$ cat src/rtl/digit_entry_ctrl_pkg.sv
// Shared constants and types for the PS/2 digit entry sequencer:
// scan-code values, digit/keypad tables, FSM state encoding and key classes.
package digit_entry_ctrl_pkg;

   localparam logic [7:0] SC_BREAK = 8'hF0;
   localparam logic [7:0] SC_EXT   = 8'hE0;
   localparam logic [7:0] SC_ENTER = 8'h5A;
   localparam logic [7:0] SC_BKSP  = 8'h66;

   // Index i of each table is the scan code for digit i.
   localparam logic [7:0] DIGIT_SC [10] = '{
      8'h45, 8'h16, 8'h1E, 8'h26, 8'h25, 8'h2E, 8'h36, 8'h3D, 8'h3E, 8'h46
   };
   localparam logic [7:0] KEYPAD_SC [10] = '{
      8'h70, 8'h69, 8'h72, 8'h7A, 8'h6B, 8'h73, 8'h74, 8'h6C, 8'h75, 8'h7D
   };

   typedef logic [1:0] fsm_state_t;
   localparam fsm_state_t ST_IDLE      = 2'd0;
   localparam fsm_state_t ST_BREAK     = 2'd1;
   localparam fsm_state_t ST_EXT       = 2'd2;
   localparam fsm_state_t ST_EXT_BREAK = 2'd3;

   typedef enum logic [1:0] {
      CLS_NONE,
      CLS_DIGIT,
      CLS_BKSP,
      CLS_ENTER
   } key_class_t;

endpackage

$ cat src/rtl/digit_entry_ctrl_if.sv
// Byte-receiver input and digit-register-bank output bundle of digit_entry_ctrl.
// master = byte source / register bank side, slave = the sequencer.
interface digit_entry_ctrl_if #(
   parameter int NREG = 4,
   parameter int N    = 5,
   parameter int PW   = $clog2(NREG + 1)
);
   logic            rx_done;
   logic [7:0]      rx_data;
   logic [NREG-1:0] load;
   logic [N-1:0]    d_out;
   logic [PW-1:0]   ptr;
   logic            full;
   logic            entry_done;

   modport master (
      output rx_done, rx_data,
      input  load, d_out, ptr, full, entry_done
   );

   modport slave (
      input  rx_done, rx_data,
      output load, d_out, ptr, full, entry_done
   );
endinterface

$ cat src/rtl/digit_entry_ctrl_scan_decode.sv
// Combinational classifier for a released (non-extended) key byte.
// Keypad digits are recognised only when DIGIT_ENTRY_KEYPAD_EN is defined.
module scan_decode
   import digit_entry_ctrl_pkg::*;
(
   input  logic [7:0] code,
   output key_class_t cls,
   output logic [3:0] digit
);

   always_comb begin
      // NOTE: defaults first so every path assigns both outputs and no latch is inferred.
      cls   = CLS_NONE;
      digit = 4'd0;
      for (int i = 0; i < 10; i++) begin
         if (code == DIGIT_SC[i]) begin
            cls   = CLS_DIGIT;
            digit = 4'(i);
         end
`ifdef DIGIT_ENTRY_KEYPAD_EN
         if (code == KEYPAD_SC[i]) begin
            cls   = CLS_DIGIT;
            digit = 4'(i);
         end
`endif
      end
      if (code == SC_BKSP)  cls = CLS_BKSP;
      if (code == SC_ENTER) cls = CLS_ENTER;
   end

endmodule

$ cat src/rtl/digit_entry_ctrl.sv
// PS/2 scan-code sequencer that writes digits into a bank of NREG registers on key release.
// Optional macro DIGIT_ENTRY_KEYPAD_EN also accepts numeric keypad digits.
module digit_entry_ctrl
   import digit_entry_ctrl_pkg::*;
#(
   parameter int             NREG      = 4,
   parameter int             N         = 5,
   parameter logic [N-1:0]   CLEAR_VAL = N'(5'h1F),
   localparam int            PW        = $clog2(NREG + 1)
) (
   input logic               clk,
   input logic               rst,
   digit_entry_ctrl_if.slave bus
);

   fsm_state_t      state;
   logic [PW-1:0]   ptr_q;
   logic [NREG-1:0] load_q;
   logic [N-1:0]    d_q;
   logic            done_q;

   key_class_t      dec_cls;
   key_class_t      act_cls;
   logic [3:0]      dec_digit;

   scan_decode u_dec (
      .code  (bus.rx_data),
      .cls   (dec_cls),
      .digit (dec_digit)
   );

   // Only a byte that completes a break sequence can act; extended releases act only as Enter.
   always_comb begin
      act_cls = CLS_NONE;
      if (bus.rx_done) begin
         if (state == ST_BREAK)
            act_cls = dec_cls;
         else if (state == ST_EXT_BREAK && bus.rx_data == SC_ENTER)
            act_cls = CLS_ENTER;
      end
   end

   always_ff @(posedge clk) begin
      if (rst) begin
         state  <= ST_IDLE;
         ptr_q  <= '0;
         load_q <= '0;
         d_q    <= '0;
         done_q <= 1'b0;
      end else begin
         // NOTE: non-blocking assignments keep every register update ordered as on real flops.
         load_q <= '0;
         done_q <= 1'b0;

         if (bus.rx_done) begin
            case (state)
               ST_IDLE: begin
                  if (bus.rx_data == SC_BREAK)    state <= ST_BREAK;
                  else if (bus.rx_data == SC_EXT) state <= ST_EXT;
               end
               ST_EXT:  state <= (bus.rx_data == SC_BREAK) ? ST_EXT_BREAK : ST_IDLE;
               default: state <= ST_IDLE;
            endcase
         end

         case (act_cls)
            CLS_DIGIT: begin
               if (ptr_q != PW'(NREG)) begin
                  load_q <= NREG'(1) << ptr_q;
                  d_q    <= N'(dec_digit);
                  ptr_q  <= ptr_q + PW'(1);
               end
            end
            CLS_BKSP: begin
               if (ptr_q != '0) begin
                  load_q <= NREG'(1) << (ptr_q - PW'(1));
                  d_q    <= CLEAR_VAL;
                  ptr_q  <= ptr_q - PW'(1);
               end
            end
            CLS_ENTER: begin
               if (ptr_q != '0) begin
                  done_q <= 1'b1;
                  ptr_q  <= '0;
               end
            end
            default: ;
         endcase
      end
   end

   assign bus.load       = load_q;
   assign bus.d_out      = d_q;
   assign bus.ptr        = ptr_q;
   assign bus.full       = (ptr_q == PW'(NREG));
   assign bus.entry_done = done_q;

endmodule

$ cat src/flat_wrapper.sv
// flat-port wrapper written by rule: the top's interface ports become plain ports
module digit_entry_ctrl_flat import digit_entry_ctrl_pkg::*;
#(
   parameter int             NREG      = 4,
   parameter int             N         = 5,
   parameter logic [N-1:0]   CLEAR_VAL = N'(5'h1F),
   localparam int            PW        = $clog2(NREG + 1)
)
  (clk, rst, bus_rx_done, bus_rx_data, bus_load, bus_d_out, bus_ptr, bus_full, bus_entry_done);
  digit_entry_ctrl_if #(.NREG(NREG), .N(N), .PW(($clog2(NREG + 1)))) bus_i ();
  input logic clk;
  input logic rst;
  input wire logic [$bits(bus_i.rx_done)-1:0] bus_rx_done;
  input wire logic [$bits(bus_i.rx_data)-1:0] bus_rx_data;
  output wire logic [$bits(bus_i.load)-1:0] bus_load;
  output wire logic [$bits(bus_i.d_out)-1:0] bus_d_out;
  output wire logic [$bits(bus_i.ptr)-1:0] bus_ptr;
  output wire logic [$bits(bus_i.full)-1:0] bus_full;
  output wire logic [$bits(bus_i.entry_done)-1:0] bus_entry_done;
  assign bus_i.rx_done = bus_rx_done;
  assign bus_i.rx_data = bus_rx_data;
  assign bus_load = bus_i.load;
  assign bus_d_out = bus_i.d_out;
  assign bus_ptr = bus_i.ptr;
  assign bus_full = bus_i.full;
  assign bus_entry_done = bus_i.entry_done;
  digit_entry_ctrl #(.NREG(NREG), .N(N), .CLEAR_VAL(CLEAR_VAL)) u_core (.clk(clk), .rst(rst), .bus(bus_i));
endmodule
$ cat config.mk
export PLATFORM = sky130hd
export DESIGN_NAME = digit_entry_ctrl_flat
export DESIGN_NICKNAME = d
export VERILOG_FILES = /design/src/rtl/digit_entry_ctrl_pkg.sv /design/src/rtl/digit_entry_ctrl_if.sv /design/src/rtl/digit_entry_ctrl_scan_decode.sv /design/src/rtl/digit_entry_ctrl.sv /design/src/flat_wrapper.sv
export SDC_FILE = /design/constraint.sdc
export NUM_CORES = 1
export LEC_CHECK = 0
export ABC_CLOCK_PERIOD_IN_PS = 3000
export BUFFER_PORTS_ARGS = -buffer_cell sky130_fd_sc_hd__buf_2
export CAP_MARGIN = 20
export CORE_MARGIN = 2
export CORE_UTILIZATION = 45
export DETAILED_ROUTE_END_ITERATION = 6
export GPL_ROUTABILITY_DRIVEN = 0
export HOLD_SLACK_MARGIN = 0.12
export PLACE_DENSITY = 0.8
export SETUP_SLACK_MARGIN = 0.2
export SYNTH_ARGS = -nofsm -noshare
export SYNTH_HDL_FRONTEND = slang
export SYNTH_SLANG_ARGS = --single-unit
$ cat constraint.sdc
create_clock -name clk -period 3 [get_ports clk]
set_clock_uncertainty 0.1 [all_clocks]
set_input_delay 0.6 -clock clk [delete_from_list [all_inputs] [get_ports clk]]
set_output_delay 0.6 -clock clk [all_outputs]
set_load 0.01 [all_outputs]
==> run summary <==
====================================================================================
CP Max Fanout                                                                      9
P_int                                                                       0.266 mW
Die Ht                                                                       54.1 µm
Critical Path End Type                                                      register
Diode count                                                                        0
YS warnings                                                                        0
Top cells by count, synth                                               sky130_fd_sc_hd__dfxtp_1, sky130_fd_sc_hd__ha_1, sky130_fd_sc_hd__nor2_1
Highest clock frequency the design can meet                                  375 MHz
Worst Hold Launch                                                       u_core.bus.d_out[3]
Routed Antenna Nets                                                                0
Root buffer cell                                                        sky130_fd_sc_hd__clkbuf_4
Worst reg-to-reg setup slack                                                  930 ps
H-Tree Depth                                                                       1
Cells taking the most area after synthesis                              sky130_fd_sc_hd__dfxtp_1, sky130_fd_sc_hd__ha_1, sky130_fd_sc_hd__nand2b_1, sky130_fd_sc_hd__nor2_1, sky130_fd_sc_hd__a211oi_1
Number of cell rows                                                               18
Most used standard cell by instance count after synthesis               sky130_fd_sc_hd__dfxtp_1
Count of endpoints failing hold in the final timing report                         0
Post-Syn Instances                                                               135
Count of final setup violators                                                     0
Post-layout worst setup margin                                                335 ps
Clk pin slew, worst setup/hold paths                                           90 ps
Number of primary I/O pins                                                        25
Layout overhead on the synthesized area                                        17.6%
Arrival @ worst endpoint                                                     2730 ps
Number of clock buffers inserted by TritonCTS                                      3
Number of unique standard cell types used by synthesis                            43
Clock tree from TritonCTS                                                      built
Sequential group share of total power                                          55.7%
Portion of the post-synthesis area used by sequential elements                 26.6%
FF+latch count, synth                                                             15
Synthesized netlist net count                                                    160
Vias in the first global route                                                   924
Type of the most critical hold path                                     register to register
Number of fillers in the final layout                                            214
Non-Filler Instances                                                             191
Grt ovf                                                                            0
Via density per instance                                                        5.57
Max-cap violation count                                                            0
Minimum setup slack after placement                                          16.1 ps
Most used flip-flop cell after synthesis                                sky130_fd_sc_hd__dfxtp_1
Hpwl dp                                                                      1870 µm
Pin count of the biggest net entering global routing                              17
Width of the die                                                             54.1 µm
First-pass GRT wire length                                                   3820 µm
Final layout net count                                                           187
Count of flip-flops with a built-in enable after synthesis                         0
DR vias                                                                         1064
R2r startpoint                                                          u_core.state[1]
Ratio of cells with drive above 1 in the final layout                          23.6%
Endpoint, Worst Hold                                                    u_core.bus.d_out[3]
Category of the worst setup path launch point                              input pin
Portion of total power attributed to the clock network                         32.6%
Core region area                                                            2430 µm²
Total Routed Length                                                          2350 µm
Final min period                                                             2670 ps
Data required time at the worst endpoint                                     3070 ps
P_sw                                                                       0.0910 mW
Number of stages on the worst hold path                                            2
Mean area per synthesized cell                                              8.37 µm²
Leakage power figure                                                        0.524 nW
Iteration-0 DRC Markers                                                           29
Result of the run                                                       complete, no violations
Share of flip-flops with an asynchronous set or reset after synthesis             0%
Share of the clock period used by the worst path                               88.8%
Switching Fraction                                                             25.5%
Remaining design rule violation count                                              0
Max rail drop VDD                                                           0.265 mV
Worst reg2reg path depth                                                           8
Worst-margin pin slew                                                         432 ps
Setup tns final                                                                 0 ps
Starting Density                                                               46.5%
Logic gate share of total power                                                11.7%
Per-cell routed wire length                                                  12.3 µm
Power density over cell area                                              269 nW/µm²
Relative slew slack                                                            71.2%
RSZ-0062 raised after global routing                                           false
Number of max-slew violations in the final report                                  0
Endpoint of the most critical register-to-register path                 u_core.bus.ptr[1]
Library cell occupying the most area in the post-synthesis netlist      sky130_fd_sc_hd__dfxtp_1
Top cell type's share of synthesized area                                      26.6%
Drt pass-1 iters                                                                   4
Port Buffer Count                                                                 24
Total die area                                                              2930 µm²
Post-Syn Area                                                               1130 µm²
Initial antenna violation count                                                    0
Hold buffer count at CTS                                                           0
Maximum buffer depth of the clock tree                                             2
Sinks on Clock Net                                                                15
Skew-Pair Late Insertion Delay                                                280 ps
Type of the worst setup path                                            input pin to register
Gr usage total                                                                 17.3%
Number of cells after detailed placement                                         187
====================================================================================
## layer usage
metal | vias to the layer above | global-route usage [%] | wire length (µm)
met2 | 24 | 29.9 | 1150
met3 | 0 | 5.00 | 95
met5 | - | 0 | 0
met4 | 0 | 2.50 | 0
li1 | 549 | - | -
met1 | 491 | 21.7 | 1110
## power by group through the flow
stage               combinational, mW  clock (mW)  sequential [mW]
floorplan                      0.0248           0            0.204
global placement               0.0398           0            0.204
detailed placement             0.0409           0            0.204
CTS                            0.0412       0.120            0.199
global route                   0.0457       0.129            0.199
finish                         0.0417       0.117            0.199
## cells by family (layout without fill, tap and decap cells)
kind of cell | after synthesis | count (layout) | synth area share (%)
xor gates and xnor gates | 1 | 1 | 0.775
muxes | 2 | 2 | 1.77
adders and majority gates | 14 | 14 | 15.5
buffers and inverters | 10 | 36 | 3.77
and+or+nand+nor | 60 | 60 | 31.9
AOI/OAI and AO/OA | 33 | 33 | 19.7
DFF | 15 | 15 | 26.6
## worst max-delay path by stage
stage / startpoint / endpoint / slack, ps / cells past startpoint
final: bus_rx_data[5] / u_core.bus.ptr[1] / 330 / 10
after CTS: bus_rx_data[5] / u_core.bus.ptr[2] / 300 / 10
after global routing: bus_rx_data[5] / u_core.bus.d_out[1] / 220 / 10
after global placement: bus_rx_data[5] / u_core.bus.ptr[2] / 100 / 10
after detailed placement: bus_rx_data[5] / u_core.bus.ptr[1] / 20 / 10
after floorplan: bus_rx_data[3] / u_core.bus.ptr[2] / 210 / 11
## timing repair
action / in CTS / in global routing
resized for setup: 0 / 1
setup buffers: 0 / 0
endpoints found under the hold margin: 0 / 0
endpoints found under the setup margin: 0 / 5
## sequential cells by signal, indices dropped and copies added, names as in the netlist
signal	count
u_core.bus.entry_done	1
u_core.bus.ptr	3
u_core.state	2
u_core.bus.load	4
u_core.bus.d_out	5
## layout by cell type (no fill, tap or decap), types with 3 or more instances in the layout
cell type / instances
sky130_fd_sc_hd__a211oi_1: 5
sky130_fd_sc_hd__a21oi_1: 6
sky130_fd_sc_hd__a22oi_1: 4
sky130_fd_sc_hd__buf_2: 24
sky130_fd_sc_hd__buf_4: 3
sky130_fd_sc_hd__clkbuf_4: 3
sky130_fd_sc_hd__dfxtp_1: 15
sky130_fd_sc_hd__ha_1: 13
sky130_fd_sc_hd__inv_1: 5
sky130_fd_sc_hd__nand2_1: 8
sky130_fd_sc_hd__nand2b_1: 8
sky130_fd_sc_hd__nand3_1: 4
sky130_fd_sc_hd__nand3b_1: 3
sky130_fd_sc_hd__nor2_1: 13
sky130_fd_sc_hd__nor3_1: 5
sky130_fd_sc_hd__o21ai_0: 5
## worst max-delay path: stages
cell                       delay [ps]
sky130_fd_sc_hd__buf_2            140
sky130_fd_sc_hd__nand3b_1         160
sky130_fd_sc_hd__or4_4            540
sky130_fd_sc_hd__a21oi_2          180
sky130_fd_sc_hd__o31ai_1          120
sky130_fd_sc_hd__ha_2             260
sky130_fd_sc_hd__o21ai_0          190
sky130_fd_sc_hd__nand2_1          160
sky130_fd_sc_hd__a211oi_1         270
sky130_fd_sc_hd__a211oi_1          90
## layout make-up
| class | instances | area, µm² | share of cell area (%) |
|---|---|---|---|
| Inverter | 5 | 18.8 | 1.41 |
| Timing Repair Buffer | 27 | 143 | 10.7 |
| Tap cell | 30 | 37.5 | 2.82 |
| Sequential cell | 15 | 300 | 22.6 |
| Clock buffer | 3 | 22.5 | 1.69 |
| Clock inverter | 1 | 5.00 | 0.377 |
| Multi-Input combinational cell | 110 | 802 | 60.4 |
## stage by stage
step	util, %	area [µm²]	total power, mW	hold WS, ps
2_1_floorplan	-	1140	0.229	374
3_3_place_gp	53.4	1300	0.244	388
3_5_place_dp	53.4	1300	0.245	393
4_1_cts	54.5	1330	0.360	405
5_1_grt	54.6	1330	0.374	425
6_report	54.6	1330	0.357	403
No activity file was read; power rests on OpenSTA's default activity.
